<file path="src/rtl/i2c_expander_responder.sv">
// i2c_expander_responder
//   I2C target emulating a 16-bit PCA9555-style GPIO expander.
//   Register map (pointer 0..7): 0/1 inputs (in_port ^ polarity, read-only),
//   2/3 output regs, 4/5 polarity inversion, 6/7 configuration (1 = input).
// Ports:
//   clk_50, rst_n        : clock, async active-low reset
//   scl_i, sda_i         : bus pin levels (raw, asynchronous)
//   sda_oe               : 1 = pull SDA low (open drain)
//   in_port[15:0]        : expander input pins (asynchronous)
//   port_out[15:0]       : output register value
//   port_dir[15:0]       : configuration register
//   busy                 : address matched, until STOP
//   int_n                : change interrupt, only with I2C_RESP_INT_EN defined
// Optional feature macro: I2C_RESP_INT_EN
module i2c_expander_responder #(
  parameter logic [6:0] DEV_ADDR   = 7'h20,
  parameter int         FILTER_LEN = 3
) (
  input  logic        clk_50,
  input  logic        rst_n,
  input  logic        scl_i,
  input  logic        sda_i,
  output logic        sda_oe,
  input  logic [15:0] in_port,
  output logic [15:0] port_out,
  output logic [15:0] port_dir,
  output logic        busy
`ifdef I2C_RESP_INT_EN
  ,
  output logic        int_n
`endif
);

  typedef enum logic [3:0] {
    IDLE, ADDR, ADDR_ACK, PTR, PTR_ACK, WR_DATA, WR_ACK, RD_DATA, RD_ACK, IGNORE
  } state_t;

  // synchronizers, glitch filters, edge history
  logic        scl_s1_q, scl_s2_q, sda_s1_q, sda_s2_q;
  logic        scl_flt_q, scl_flt_d, sda_flt_q, sda_flt_d;
  logic [3:0]  scl_cnt_q, scl_cnt_d, sda_cnt_q, sda_cnt_d;
  logic        scl_prev_q, sda_prev_q;
  logic [15:0] in_s1_q, in_s2_q;

  // protocol state
  state_t      state_q, state_d;
  logic [2:0]  bit_cnt_q, bit_cnt_d, ptr_q, ptr_d;
  logic [7:0]  sh_q, sh_d, tx_q, tx_d;
  logic        rw_q, rw_d, load_q, load_d, busy_q, busy_d, oe_q, oe_d;
  logic [15:0] out_q, out_d, dir_q, dir_d, pol_q, pol_d;

  logic        scl_rise, scl_fall, start, stop, do_load;
  logic [7:0]  rx_byte, rd_byte;

  // Filtered level flips only after FILTER_LEN consecutive differing samples.
  always_comb begin
    scl_flt_d = scl_flt_q;
    scl_cnt_d = 4'd0;
    if (scl_s2_q != scl_flt_q) begin
      if (scl_cnt_q == 4'(FILTER_LEN - 1)) scl_flt_d = scl_s2_q;
      else                                 scl_cnt_d = scl_cnt_q + 4'd1;
    end
    sda_flt_d = sda_flt_q;
    sda_cnt_d = 4'd0;
    if (sda_s2_q != sda_flt_q) begin
      if (sda_cnt_q == 4'(FILTER_LEN - 1)) sda_flt_d = sda_s2_q;
      else                                 sda_cnt_d = sda_cnt_q + 4'd1;
    end
  end

  assign scl_rise = scl_flt_q & ~scl_prev_q;
  assign scl_fall = ~scl_flt_q & scl_prev_q;
  assign start    = scl_flt_q & sda_prev_q & ~sda_flt_q;
  assign stop     = scl_flt_q & ~sda_prev_q & sda_flt_q;
  assign rx_byte  = {sh_q[6:0], sda_flt_q};

  always_comb begin
    unique case (ptr_q)
      3'd0:    rd_byte = in_s2_q[7:0]  ^ pol_q[7:0];
      3'd1:    rd_byte = in_s2_q[15:8] ^ pol_q[15:8];
      3'd2:    rd_byte = out_q[7:0];
      3'd3:    rd_byte = out_q[15:8];
      3'd4:    rd_byte = pol_q[7:0];
      3'd5:    rd_byte = pol_q[15:8];
      3'd6:    rd_byte = dir_q[7:0];
      default: rd_byte = dir_q[15:8];
    endcase
  end

  always_comb begin
    state_d = state_q; bit_cnt_d = bit_cnt_q; ptr_d = ptr_q;
    sh_d = sh_q; tx_d = tx_q; rw_d = rw_q; load_d = load_q;
    busy_d = busy_q; oe_d = oe_q;
    out_d = out_q; dir_d = dir_q; pol_d = pol_q;
    do_load = 1'b0;
    if (start) begin
      state_d = ADDR; bit_cnt_d = 3'd0; oe_d = 1'b0; load_d = 1'b0;
    end else if (stop) begin
      state_d = IDLE; bit_cnt_d = 3'd0; oe_d = 1'b0; load_d = 1'b0; busy_d = 1'b0;
    end else begin
      unique case (state_q)
        ADDR: if (scl_rise) begin
          sh_d = rx_byte; bit_cnt_d = bit_cnt_q + 3'd1;
          if (bit_cnt_q == 3'd7) begin
            if (rx_byte[7:1] == DEV_ADDR) begin
              state_d = ADDR_ACK; rw_d = rx_byte[0]; busy_d = 1'b1;
            end else state_d = IGNORE;
          end
        end
        // ACK states: first SCL fall drives ACK, second fall ends it.
        ADDR_ACK: if (scl_fall) begin
          if (!oe_q)     oe_d = 1'b1;
          else if (rw_q) begin do_load = 1'b1; state_d = RD_DATA; end
          else           begin oe_d = 1'b0; state_d = PTR; end
        end
        PTR: if (scl_rise) begin
          sh_d = rx_byte; bit_cnt_d = bit_cnt_q + 3'd1;
          if (bit_cnt_q == 3'd7) begin ptr_d = rx_byte[2:0]; state_d = PTR_ACK; end
        end
        PTR_ACK, WR_ACK: if (scl_fall) begin
          if (!oe_q) oe_d = 1'b1;
          else begin oe_d = 1'b0; state_d = WR_DATA; end
        end
        WR_DATA: if (scl_rise) begin
          sh_d = rx_byte; bit_cnt_d = bit_cnt_q + 3'd1;
          if (bit_cnt_q == 3'd7) begin
            unique case (ptr_q)
              3'd2:    out_d[7:0]  = rx_byte;
              3'd3:    out_d[15:8] = rx_byte;
              3'd4:    pol_d[7:0]  = rx_byte;
              3'd5:    pol_d[15:8] = rx_byte;
              3'd6:    dir_d[7:0]  = rx_byte;
              3'd7:    dir_d[15:8] = rx_byte;
              default: ;  // input registers are read-only
            endcase
            ptr_d   = {ptr_q[2:1], ~ptr_q[0]};
            state_d = WR_ACK;
          end
        end
        RD_DATA: begin
          if (scl_fall) begin
            if (load_q) do_load = 1'b1;
            else begin oe_d = ~tx_q[7]; tx_d = {tx_q[6:0], 1'b0}; end
          end
          if (scl_rise) begin
            bit_cnt_d = bit_cnt_q + 3'd1;
            if (bit_cnt_q == 3'd7) state_d = RD_ACK;
          end
        end
        RD_ACK: begin
          if (scl_fall) oe_d = 1'b0;
          if (scl_rise) begin
            if (!sda_flt_q) begin
              ptr_d = {ptr_q[2:1], ~ptr_q[0]}; load_d = 1'b1; state_d = RD_DATA;
            end else state_d = IGNORE;
          end
        end
        IDLE, IGNORE: ;
        default: state_d = IDLE;
      endcase
    end
    // byte load: snapshot the register, drive its MSB, keep the rest to shift
    if (do_load) begin
      oe_d = ~rd_byte[7]; tx_d = {rd_byte[6:0], 1'b0};
      load_d = 1'b0; bit_cnt_d = 3'd0;
    end
  end

  always_ff @(posedge clk_50 or negedge rst_n) begin
    if (!rst_n) begin
      scl_s1_q <= 1'b1; scl_s2_q <= 1'b1; sda_s1_q <= 1'b1; sda_s2_q <= 1'b1;
      scl_flt_q <= 1'b1; sda_flt_q <= 1'b1; scl_prev_q <= 1'b1; sda_prev_q <= 1'b1;
      scl_cnt_q <= 4'd0; sda_cnt_q <= 4'd0;
      in_s1_q <= 16'h0; in_s2_q <= 16'h0;
      state_q <= IDLE; bit_cnt_q <= 3'd0; ptr_q <= 3'd0;
      sh_q <= 8'h0; tx_q <= 8'h0; rw_q <= 1'b0; load_q <= 1'b0;
      busy_q <= 1'b0; oe_q <= 1'b0;
      out_q <= 16'hFFFF; dir_q <= 16'hFFFF; pol_q <= 16'h0;
    end else begin
      scl_s1_q <= scl_i; scl_s2_q <= scl_s1_q; sda_s1_q <= sda_i; sda_s2_q <= sda_s1_q;
      scl_flt_q <= scl_flt_d; sda_flt_q <= sda_flt_d;
      scl_prev_q <= scl_flt_q; sda_prev_q <= sda_flt_q;
      scl_cnt_q <= scl_cnt_d; sda_cnt_q <= sda_cnt_d;
      in_s1_q <= in_port; in_s2_q <= in_s1_q;
      state_q <= state_d; bit_cnt_q <= bit_cnt_d; ptr_q <= ptr_d;
      sh_q <= sh_d; tx_q <= tx_d; rw_q <= rw_d; load_q <= load_d;
      busy_q <= busy_d; oe_q <= oe_d;
      out_q <= out_d; dir_q <= dir_d; pol_q <= pol_d;
    end
  end

  assign sda_oe   = oe_q;
  assign busy     = busy_q;
  assign port_out = out_q;
  assign port_dir = dir_q;

`ifdef I2C_RESP_INT_EN
  // Track the raw input value last read through registers 0/1; the
  // interrupt flags any input-configured pin that has moved since.
  logic [2:0]  rd_ptr_q, rd_ptr_d;
  logic [7:0]  rd_snap_q, rd_snap_d;
  logic [15:0] last_q, last_d;
  logic        int_n_q, int_n_d;

  always_comb begin
    rd_ptr_d = rd_ptr_q; rd_snap_d = rd_snap_q; last_d = last_q;
    if (do_load) begin
      rd_ptr_d  = ptr_q;
      rd_snap_d = ptr_q[0] ? in_s2_q[15:8] : in_s2_q[7:0];
    end
    if (state_q == RD_ACK && scl_rise && !start && !stop) begin
      if (rd_ptr_q == 3'd0)      last_d[7:0]  = rd_snap_q;
      else if (rd_ptr_q == 3'd1) last_d[15:8] = rd_snap_q;
    end
    int_n_d = ~|((in_s2_q ^ last_d) & dir_q);
  end

  always_ff @(posedge clk_50 or negedge rst_n) begin
    if (!rst_n) begin
      rd_ptr_q <= 3'd0; rd_snap_q <= 8'h0; last_q <= 16'h0; int_n_q <= 1'b1;
    end else begin
      rd_ptr_q <= rd_ptr_d; rd_snap_q <= rd_snap_d; last_q <= last_d; int_n_q <= int_n_d;
    end
  end

  assign int_n = int_n_q;
`endif

endmodule

</file>
<file path="config.mk">
export PLATFORM = sky130hd
export DESIGN_NAME = i2c_expander_responder
export DESIGN_NICKNAME = d
export VERILOG_FILES = /design/src/rtl/i2c_expander_responder.sv
export SDC_FILE = /design/constraint.sdc
export NUM_CORES = 1
export LEC_CHECK = 0
export ABC_AREA = 1
export CAP_MARGIN = 20
export CORE_MARGIN = 8
export CORE_UTILIZATION = 59
export CTS_CLUSTER_SIZE = 14
export DETAILED_ROUTE_END_ITERATION = 10
export HOLD_SLACK_MARGIN = 0.02
export PLACE_DENSITY = 0.93
export SYNTH_ARGS = -nofsm -noshare
export SYNTH_HDL_FRONTEND = slang
export SYNTH_SLANG_ARGS = --single-unit
export TNS_END_PERCENT = 100
</file>
<file path="constraint.sdc">
create_clock -name clk_50 -period 3 [get_ports clk_50]
set_input_delay 0.6 -clock clk_50 [delete_from_list [all_inputs] [get_ports clk_50]]
set_output_delay 0.6 -clock clk_50 [all_outputs]
set_load 0.01 [all_outputs]
</file>
* Word level (Yosys, flattened, before mapping)
Cells that the tools add are included.
** Storage, ports and cells
- Register bits :: 125
- Input bits :: 20
- Logic and storage cells :: 208
** Cells by class
- Add/subtract/negate cells :: 3
- Equal/unequal tests :: 51
- Mux-type cells :: 72
- Bitwise operators :: 19
- Reductions and logical operators :: 35
** Operators by type and width (count)
- 2-to-1 mux 4 bit :: 21
- one-hot mux 8 bit (7 select lines) :: 1
- != test 4 bit, second input constant :: 13
- 2-to-1 mux 8 bit :: 6
- AND reduction 6 bit :: 8
- 2-to-1 mux 1 bit :: 32
- one-hot mux 4 bit (8 select lines) :: 1
- != test 5 bit, second input constant :: 5
- 2-to-1 mux 3 bit :: 8
- equality test 4 x 2 -> 1 bit, second input constant :: 4
- equality test 4 x 3 -> 1 bit, second input constant :: 4
- bitwise XOR 8 bit :: 2
- equality test 3 bit, second input constant :: 5
- AND reduction 14 bit :: 1
- != test 2 bit, second input constant :: 6
- nonzero test 2 bit :: 6
- nonzero test 4 bit :: 3
- inverter 1 bit :: 11
- AND reduction 5 bit :: 2
- one-hot mux 3 bit (3 select lines) :: 1
- AND reduction 9 bit :: 1
- adder 4 x 1 -> 4 bit, second input constant :: 2
- equality test 4 bit, second input constant :: 2
- equality test 7 x 6 -> 1 bit, second input constant :: 1
- other kinds (22) :: 34

* Depth between registers and ports, before layout
Gate-level depths: netlist (run 1).
- Word-level depth :: 8
- Depth in mapped cells :: 11

* Worst setup path before layout (run 1)
OpenSTA, ideal clock, no wires.
- Path type :: reg2reg
- Start point :: register scl_flt_q
- End point :: register dir_q[14], in the netlist port_dir[14]
- Arrival time :: 1.567 ns
- Required time :: 2.919 ns
- Setup slack :: 1.351 ns
- Cell stages (with the launch flop) :: 11
- Buffers on the path :: 1
- Clock period less this slack :: 1.649 ns
- Path through :: dfstp_2 inv_2 nor2_8 inv_4 nor2_4 nand2_4 nor2_8 nand3_4 buf_6 nand2_2 o21ai_2
** On the way
- Longest elaborated chain between the ends :: 4
** Ends and longest elaborated chain
- start, declared :: line 40 : logic scl_flt_q, scl_flt_d, sda_flt_q, sda_flt_d;
- start signal, assigned :: line 181 : scl_flt_q <= scl_flt_d; sda_flt_q <= sda_flt_d;
- AND 1 bit (on tied branches) (2 in a row) :: line 74, 73
- inverter 1 bit (no source line)
- AND reduction 6 bit (no source line) *
- end signal, assigned :: line 188 : out_q <= out_d; dir_q <= dir_d; pol_q <= pol_d;
- end, declared :: line 50 : logic [15:0] out_q, out_d, dir_q, dir_d, pol_q, pol_d;
Mark *: on every way between the ends. The rest lies on a longest branch, timed or not.
A chain may end at the register's enable or synchronous reset.

* Worst setup path in the final report (run 1)
- Start point :: register dir_q[0], in the netlist port_dir[0]
- End point :: output port port_dir[0]
** RTL lines
- end, declared :: line 26 : output logic [15:0] port_dir,
No word-level cell between the ends.

==> flow_results.org, run 1 <==
** Place
- Count of buffers inserted at the top-level ports :: 53
- Number of cells after detailed placement :: approximately 780
- Placer congestion estimate :: around 0.97
- HPWL after detailed placement :: approximately 9.9 mm

** Synth
- Most used flip-flop cell after synthesis :: dfrtp_1
- Counting distinct cell types in the post-synthesis netlist gives 31.
- The synthesized design contains 0 enable-type register cells.
- Of all flip-flops after synthesis, the portion carrying an async set or reset was between 90% and 100%.
- Mapped Avg Cell Area :: 9.02 µm²
- Summed over its instances, the top area cell type makes up around 38% of the synthesized netlist area.
- Cell area after technology mapping :: between 0.005 and 0.006 mm²
- Cell types occupying the most area after synthesis :: dfrtp_1, dfstp_2, nand2_1
- Mapped Cells :: 619
- By count the netlist is led by nand2_1, dfrtp_1, nor2_1.
- The Yosys step of the flow raised 0 warnings.
- dfrtp_1 takes more of the synthesized area than any other cell.
- The number of nets handed over by synthesis was 645.
- Number of storage elements in the synthesis netlist :: between 100 and 150
- Among all cell types in the netlist, the one instantiated most often is nand2_1.
- Register area share after synthesis :: between 50% and 60%

** Detailed routing
- Average routed wire per standard cell :: around 18 µm
- The detailed router finished its first iteration with ~440 violations.
- Post-route antenna net violation count :: 0
- The routed layout has 4693 vias.
- The pre-antenna-repair detailed-routing pass consisted of 6 iterations.
- Via density per instance :: slightly below 6
- The routed design has ~15 mm of wire.
- DRC errors left :: 0

** Run status
- The flow ran to the end, and the final reports show no timing, DRC or antenna violations.

** Clock network
- Num Clock Sinks :: approximately 120
- TritonCTS built the clock tree.
- Clock latency of the later-clocked register in the worst-skew pair :: between 500 and 600 ps
- Clock slew at reported path FFs :: about 60 ps
- Post-CTS setup repair buffer count :: 0
- The clock passes through at most 2 buffers.
- The number of gates resized after CTS was 0.
- For this design, the CTS-stage hold fixing added 0 buffers.
- Num CTS Buffers :: 17
- Buffer type at the clock tree root :: clkbuf_8
- In this run the number of H-tree levels came out at 4.

** Global routing
- Global-route wire length before repair :: between 20 and 25 mm
- Summed over all layers, the global routing overflow is 0.
- Initial antenna violation count :: 0
- In the global route stage, overall resource usage came out at 24.6%.
- Entering global routing, the biggest net connects 51 pins.
- Number of global-route vias before repair :: 4703

** Layout
- Cell Count, Final, Fillers Out :: just over 800
- Layout cells sized above 1 :: between 10% and 20%
- Area grow syn2layout :: 22.4%
- Antenna Diode Count :: 0
- In the final design database the tool counted between 700 and 800 nets.

** Worst setup path
- Crit-path max cell delay :: between 500 and 600 ps
- Ordered list of cells on the worst path :: clkdlybuf4s50_1
- Data on the critical path arrives at its endpoint at 1660 ps.
- By startpoint and endpoint, the worst setup path is classified as flip-flop to primary output.
- The worst setup path is launched from a flip-flop.
- The largest individual stage delay along the critical path comes from the cell dfstp_2.
- Critical path data required time :: around 2400 ps
- Crit. End Element :: primary output
- Counting both buffers and inverters, the worst setup path holds a total of 1.
- Critical-path maximum fanout :: 3
- On the critical path the largest part of the delay comes from flip-flops.

** Floorplanning
- Die height :: roughly 110 µm
- Once the floorplan was initialized, standard cells occupied around three fifths of the core.
- Area of the placeable core :: around 0.0092 mm²
- Die outline width :: approximately 110 µm
- Ports :: 54
- DIE AREA :: approximately 0.013 mm²
- Row generation in the floorplan step produced 35 rows.

** Timing
- RSZ-0062 raised after global routing :: no
- Highest Clock Rate :: between 400 and 500 MHz
- Final period util :: between 70% and 80%
- Worst Max-Slew Pin Slew :: around 840 ps
- Setup violations remaining at the end of the flow were counted as 0.
- Max-slew violations :: 0
- Relative slew slack :: between 40% and 50%
- Subtracting the final worst setup slack from the clock period gives 2260 ps.
- Setup total negative slack on the finished layout was measured at 0 ps.
- Between clock sinks in the finished design, the worst skew comes to roughly 8 ps.
- The final hold violation count is 0.

** Worst hold path
- The min-delay analysis places its worst path in the category input pin to asynchronous set/reset pin.

** Power and ir drop
- Total power divided by cell area :: 674 mW/mm²
- Worst voltage drop across the vdd grid :: about 510 µV
- Leakage power summed over all cells :: 3.17 nW

** Flow run
- Max-capacitance violation count :: 0
==> area by class of cell <==
class                      instances  area [µm²]
clock buffer                      18         428
clock inverter                    14         205
timing repair buffer              56         563
sequential                       124        3150
fill                             587        2360
tap                              111         139
multi-input combinational        442        2180
inverter                          43         164
==> cells in the final DEF (no fill, tap or decap), types with 15 or more instances in the layout <==
cell type / Yosys / layout
dfrtp_1: 84 / 84
clkdlybuf4s50_1: 0 / 52
nand2_1: 188 / 188
clkbuf_16: 0 / 16
dfstp_2: 40 / 40
xnor2_1: 15 / 15
nor2_1: 69 / 69
o21ai_1: 35 / 35
o21ai_0: 29 / 29
a21oi_1: 27 / 27
inv_1: 35 / 35
nand3_1: 25 / 25
==> state kept, by name (all words and copies together), names as in the netlist, 4 cells and up <==
signal     flops
in_s1_q       16
in_s2_q       16
pol_q         16
port_dir      16
port_out      16
sh_q           7
tx_q           7
scl_cnt_q      4
sda_cnt_q      4
state_q        4
==> cells by family (layout without fill, tap and decap cells) <==
logic type / count (synthesis) / after routing / share of synthesized area, %
AO/OA/AOI/OAI: 111 / 111 / 11.2
XOR/XNOR: 20 / 20 / 3.14
adder cells (fa/ha/maj): 6 / 6 / 1.35
buffers and inverters: 53 / 131 / 4.44
flip-flops: 124 / 124 / 56.5
AND/OR/NAND/NOR: 305 / 305 / 23.4
==> metrics by stage <==
stage,hold slack [ps],power [mW],instance area [µm²],setup slack (ps),utilization [%]
finish,98.3,4.60,6830,737,74.3
global route,143,4.76,6830,713,74.3
CTS,116,4.60,6830,733,74.3
detailed placement,335,2.43,6200,1110,67.4
global placement,332,2.39,6200,1190,67.4
floorplan,304,2.24,5580,1350,-
==> final timing paths <==
path | slack, ps | cells past startpoint | to | start
max | 740 | 1 | port_dir[0] | port_dir[0]$_DFFE_PN1P_
min | 100 | 1 | in_s2_q[15]$_DFF_PN0_ | rst_n
max reg2reg | 1050 | 9 | port_dir[11]$_DFFE_PN1P_ | sda_flt_q$_DFFE_PN1P_
min reg2reg | 350 | 0 | in_s2_q[9]$_DFF_PN0_ | in_s1_q[9]$_DFF_PN0_
max in group asynchronous | 2150 | 2 | port_dir[15]$_DFFE_PN1P_ | rst_n
min in group clk_50 | 350 | 0 | in_s2_q[9]$_DFF_PN0_ | in_s1_q[9]$_DFF_PN0_
==> metal layers <==
| layer | wire [µm] | global-route usage (%) | share of wire (%) |
|---|---|---|---|
| met1 | 5960 | 31.2 | 40 |
| met2 | 7170 | 38.8 | 48 |
| met3 | 1280 | 6.23 | 8.6 |
| met4 | 393 | 11.5 | 2.7 |
| met5 | 0 | 0 | 0 |
==> power breakdown <==
part	switching (mW)	total, mW	internal [mW]
combinational	0.359	0.512	0.153
sequential	0.0986	1.90	1.80
clock	0.800	2.19	1.39
total	1.26	4.60	3.35
No activity file was read; power rests on OpenSTA's default activity.
==> inputs of run 2 (changes only) <==
--- a/config.mk
+++ b/config.mk
@@ -8,11 +8,11 @@
 export ABC_AREA = 1
 export CAP_MARGIN = 20
 export CORE_MARGIN = 8
-export CORE_UTILIZATION = 59
+export CORE_UTILIZATION = 51
 export CTS_CLUSTER_SIZE = 14
 export DETAILED_ROUTE_END_ITERATION = 10
 export HOLD_SLACK_MARGIN = 0.02
-export PLACE_DENSITY = 0.93
+export PLACE_DENSITY = 0.86
 export SYNTH_ARGS = -nofsm -noshare
 export SYNTH_HDL_FRONTEND = slang
 export SYNTH_SLANG_ARGS = --single-unit
==> constraint.sdc (replaced) <==
create_clock -name clk_50 -period 1.83 [get_ports clk_50]
set_input_delay 0.366 -clock clk_50 [delete_from_list [all_inputs] [get_ports clk_50]]
set_output_delay 0.366 -clock clk_50 [all_outputs]
set_load 0.01 [all_outputs]
==> flow_results.org, run 2 (synthesis results as in run 1) <==
** Layout
- The library cell used most frequently in the layout, excluding fill and tap cells, is nand2_1.
- Commonest non-fill, non-tap cells in the layout :: nand2_1, dfrtp_1, nor2_1
- Of the cells placed in the final design, the portion with a size suffix greater than 1 is between 20 and 25%.
- Number of nets at the end of the flow :: 738
- Leaving out filler cells and counting taps, the final layout contains 865.
- Area grow syn2layout :: 27.5%
- Final core utilization :: roughly 66%
- Antenna Diode Count :: 0

** Global routing
- For met2 alone, demand over resource in global routing was approximately a third.
- Number of global-route vias before repair :: ~4600
- Global Route Usage Sum :: between 20% and 30%
- For met3 alone, demand over resource in global routing was about 5.8%.
- The initial antenna violation count came to 0.
- Remaining Overflow, GRT :: 0
- Entering global routing, the biggest net connects 40 pins.
- The first global-routing pass estimated ~23 mm of wire.
- Grt met1 use :: around a quarter
- Layer carrying the most global-route usage :: met2

** Worst setup path
- STA classifies the critical path endpoint as a flip-flop.
- Cell count of the worst reg-to-reg path :: 9
- Ordered list of cells on the worst path :: inv_2 -> nor2_8 -> inv_4 -> nor2_4 -> nand2_4 -> nor2_8 -> buf_4 -> nand3_2 -> o21ai_2
- For the worst setup path, the data required time is 2290 ps.
- Reg2reg start :: scl_flt_q$_DFFE_PN1P_
- Most used cell, CP :: nor2_8
- Arrival time reported for the critical path endpoint :: roughly 2300 ps
- The slowest stage of the critical path is the dfstp_2 cell.
- Setup slack on the worst reg-to-reg path comes out at ~22 ps.
- Critical-path maximum fanout :: 8
- The worst setup path is launched from a flip-flop.
- Crit-path max cell delay :: 570 ps
- The critical path is of the flip-flop to flip-flop type.
- R2r endpoint :: port_dir[9]$_DFFE_PN1P_

** Floorplanning
- The core region is 0.0107 mm².
- Ports :: 54
- Site Rows :: 38
- For this configuration, the core starts out at a cell density of between 50% and 60%.
- DIE AREA :: around 0.015 mm²
- Measured along the x axis, the die boundary spans 121 µm.
- Measured along the y axis, the die boundary spans approximately 120 µm.

** Clock network
- In this run the deepest clock path goes through 2 buffers.
- Buffer type at the clock tree root :: clkbuf_8
- Clock-pin slew was measured on the worst setup and hold paths at ~60 ps.
- Num Clock Sinks :: about 120
- Count of H-tree levels built during CTS :: 4
- Num CTS Buffers :: 17
- TritonCTS built the clock tree.
- The clock reaches the later pin of the worst-skew pair after around 530 ps.

** Timing
- Between clock sinks in the finished design, the worst skew comes to 7.60 ps.
- Highest Clock Rate :: around 550 MHz
- Counting I/O delays and the setup requirement, the final critical path takes between 1500 and 2000 ps.
- Setup violations remaining at the end of the flow were counted as 0.
- Relative slew slack :: 76.6%
- Setup slack of the critical path after layout :: approximately 22 ps
- Number of hold-slack violations in the final timing report :: 0
- Final period util :: a little under 100%
- Across all hold checks on the routed design, the worst slack comes to about 210 ps.
- Worst Max-Slew Pin Slew :: 347 ps
- The max-slew violation count is 0.

** Place
- The HPWL after detailed placement is ~9.7 mm.
- Number of cells after detailed placement :: 824
- Buffers placed on the I/O ports in this run total 53.
- Worst slack at placement :: approximately 32 ps
- At the end of routability-driven placement, the weighted congestion stood at 0.894.

** Power and ir drop
- Combinational power share :: a little over an eighth
- In this run the static leakage power is 3.44 nW.
- For this design the ratio of total power to cell area is between 1000 and 1500 mW/mm².
- Switching pwr :: about 2 mW
- Internal power comes to 5.62 mW.
- In this run, flip-flops and latches consume 40.6% of the power.
- VDD sags by at most around 900 µV.
- Proportion of total power due to net switching :: approximately a quarter
- Proportion of power drawn by the clock network :: roughly 46%

** Detailed routing
- The routed layout has about 4600 vias.
- Dividing the detail-routed wire length by the instance count gives roughly 16 µm.
- Via density per instance :: around 5.4
- DRC errors left :: 0
- First-pass iteration count of the detailed router :: 6
- Violation count after the first detailed-routing iteration :: between 400 and 500
- DRT Wirelength :: between 10 and 15 mm
- Once detail routing completed, the nets flagged for antenna violations numbered 0.

** Flow run
- Max-capacitance violation count :: 0

** Run status
- The run finished with clean final reports.

** Worst hold path
- The worst hold path belongs to the class input pin to asynchronous set/reset pin.
-- run 2: changes by cell type in the layout (fill, tap and decap cells not counted), moves of 3 or more --
cell and delta:
buf_4 +23, clkdlybuf4s50_1 -34, nor2_1 -3, dlygate4sd2_1 +33
-- run 2: how the worst max path moves through the flow --
stage | start | cells after the start | endpoint | slack, ps
2_1_floorplan | scl_flt_q$_DFFE_PN1P_ | 10 | port_dir[14]$_DFFE_PN1P_ | 180
3_3_place_gp | scl_flt_q$_DFFE_PN1P_ | 9 | port_dir[13]$_DFFE_PN1P_ | 100
3_5_place_dp | scl_flt_q$_DFFE_PN1P_ | 9 | port_dir[9]$_DFFE_PN1P_ | 30
4_1_cts | busy$_DFFE_PN0P_ | 1 | busy | 2
5_1_grt | scl_flt_q$_DFFE_PN1P_ | 9 | port_dir[9]$_DFFE_PN1P_ | -40
6_report | scl_flt_q$_DFFE_PN1P_ | 9 | port_dir[9]$_DFFE_PN1P_ | 20
-- run 2: worst max-delay path: cells and delay by family (launching register included) --
family / cells / cell delay (ps)
flip-flops: 1 / 570
AND/OR/NAND/NOR: 5 / 680
buffers and inverters: 3 / 250
AO/OA/AOI/OAI: 1 / 220
-- run 2: area by class of cell --
| class | instances | area (µm²) |
|---|---|---|
| tap | 140 | 175 |
| fill | 831 | 3630 |
| sequential | 124 | 3160 |
| clock inverter | 13 | 189 |
| multi-input combinational | 443 | 2230 |
| timing repair buffer | 83 | 758 |
| inverter | 43 | 170 |
| clock buffer | 19 | 442 |
-- run 2: power groups by stage --
stage                     clock [mW]  combinational [mW]  sequential [mW]
after detailed placement           0               0.933             3.14
after floorplan                    0               0.568             3.11
after CTS                       3.57               0.948             3.10
after global placement             0               0.902             3.13
after global routing            3.71                1.13             3.12
final                           3.52                1.02             3.10
-- run 2: layer usage --
layer | share of wire [%] | vias up
li1 | - | 2183
met1 | 42 | 2221
met2 | 50 | 198
met3 | 5.8 | 33
met4 | 2.0 | 0
met5 | 0 | -
-- run 2: repair_timing --
| item | CTS | global route |
|---|---|---|
| gates resized for setup | 33 | 15 |
| endpoints found under the hold margin | 85 | 0 |
| setup buffers | 1 | 6 |
| hold buffers | 1 | 0 |
| setup endpoints to repair | 34 | 39 |
| gates cloned | 0 | 1 |
| pin swaps | 0 | 3 |
-- run 2: per-stage QoR --
stage	total power [mW]	TNS (ps)	instance area, µm²
detailed placement	4.08	0	6390
finish	7.63	0	7120
CTS	7.62	0	7000
global placement	4.03	0	6390
floorplan	3.68	0	5580
global route	7.96	-163	7120
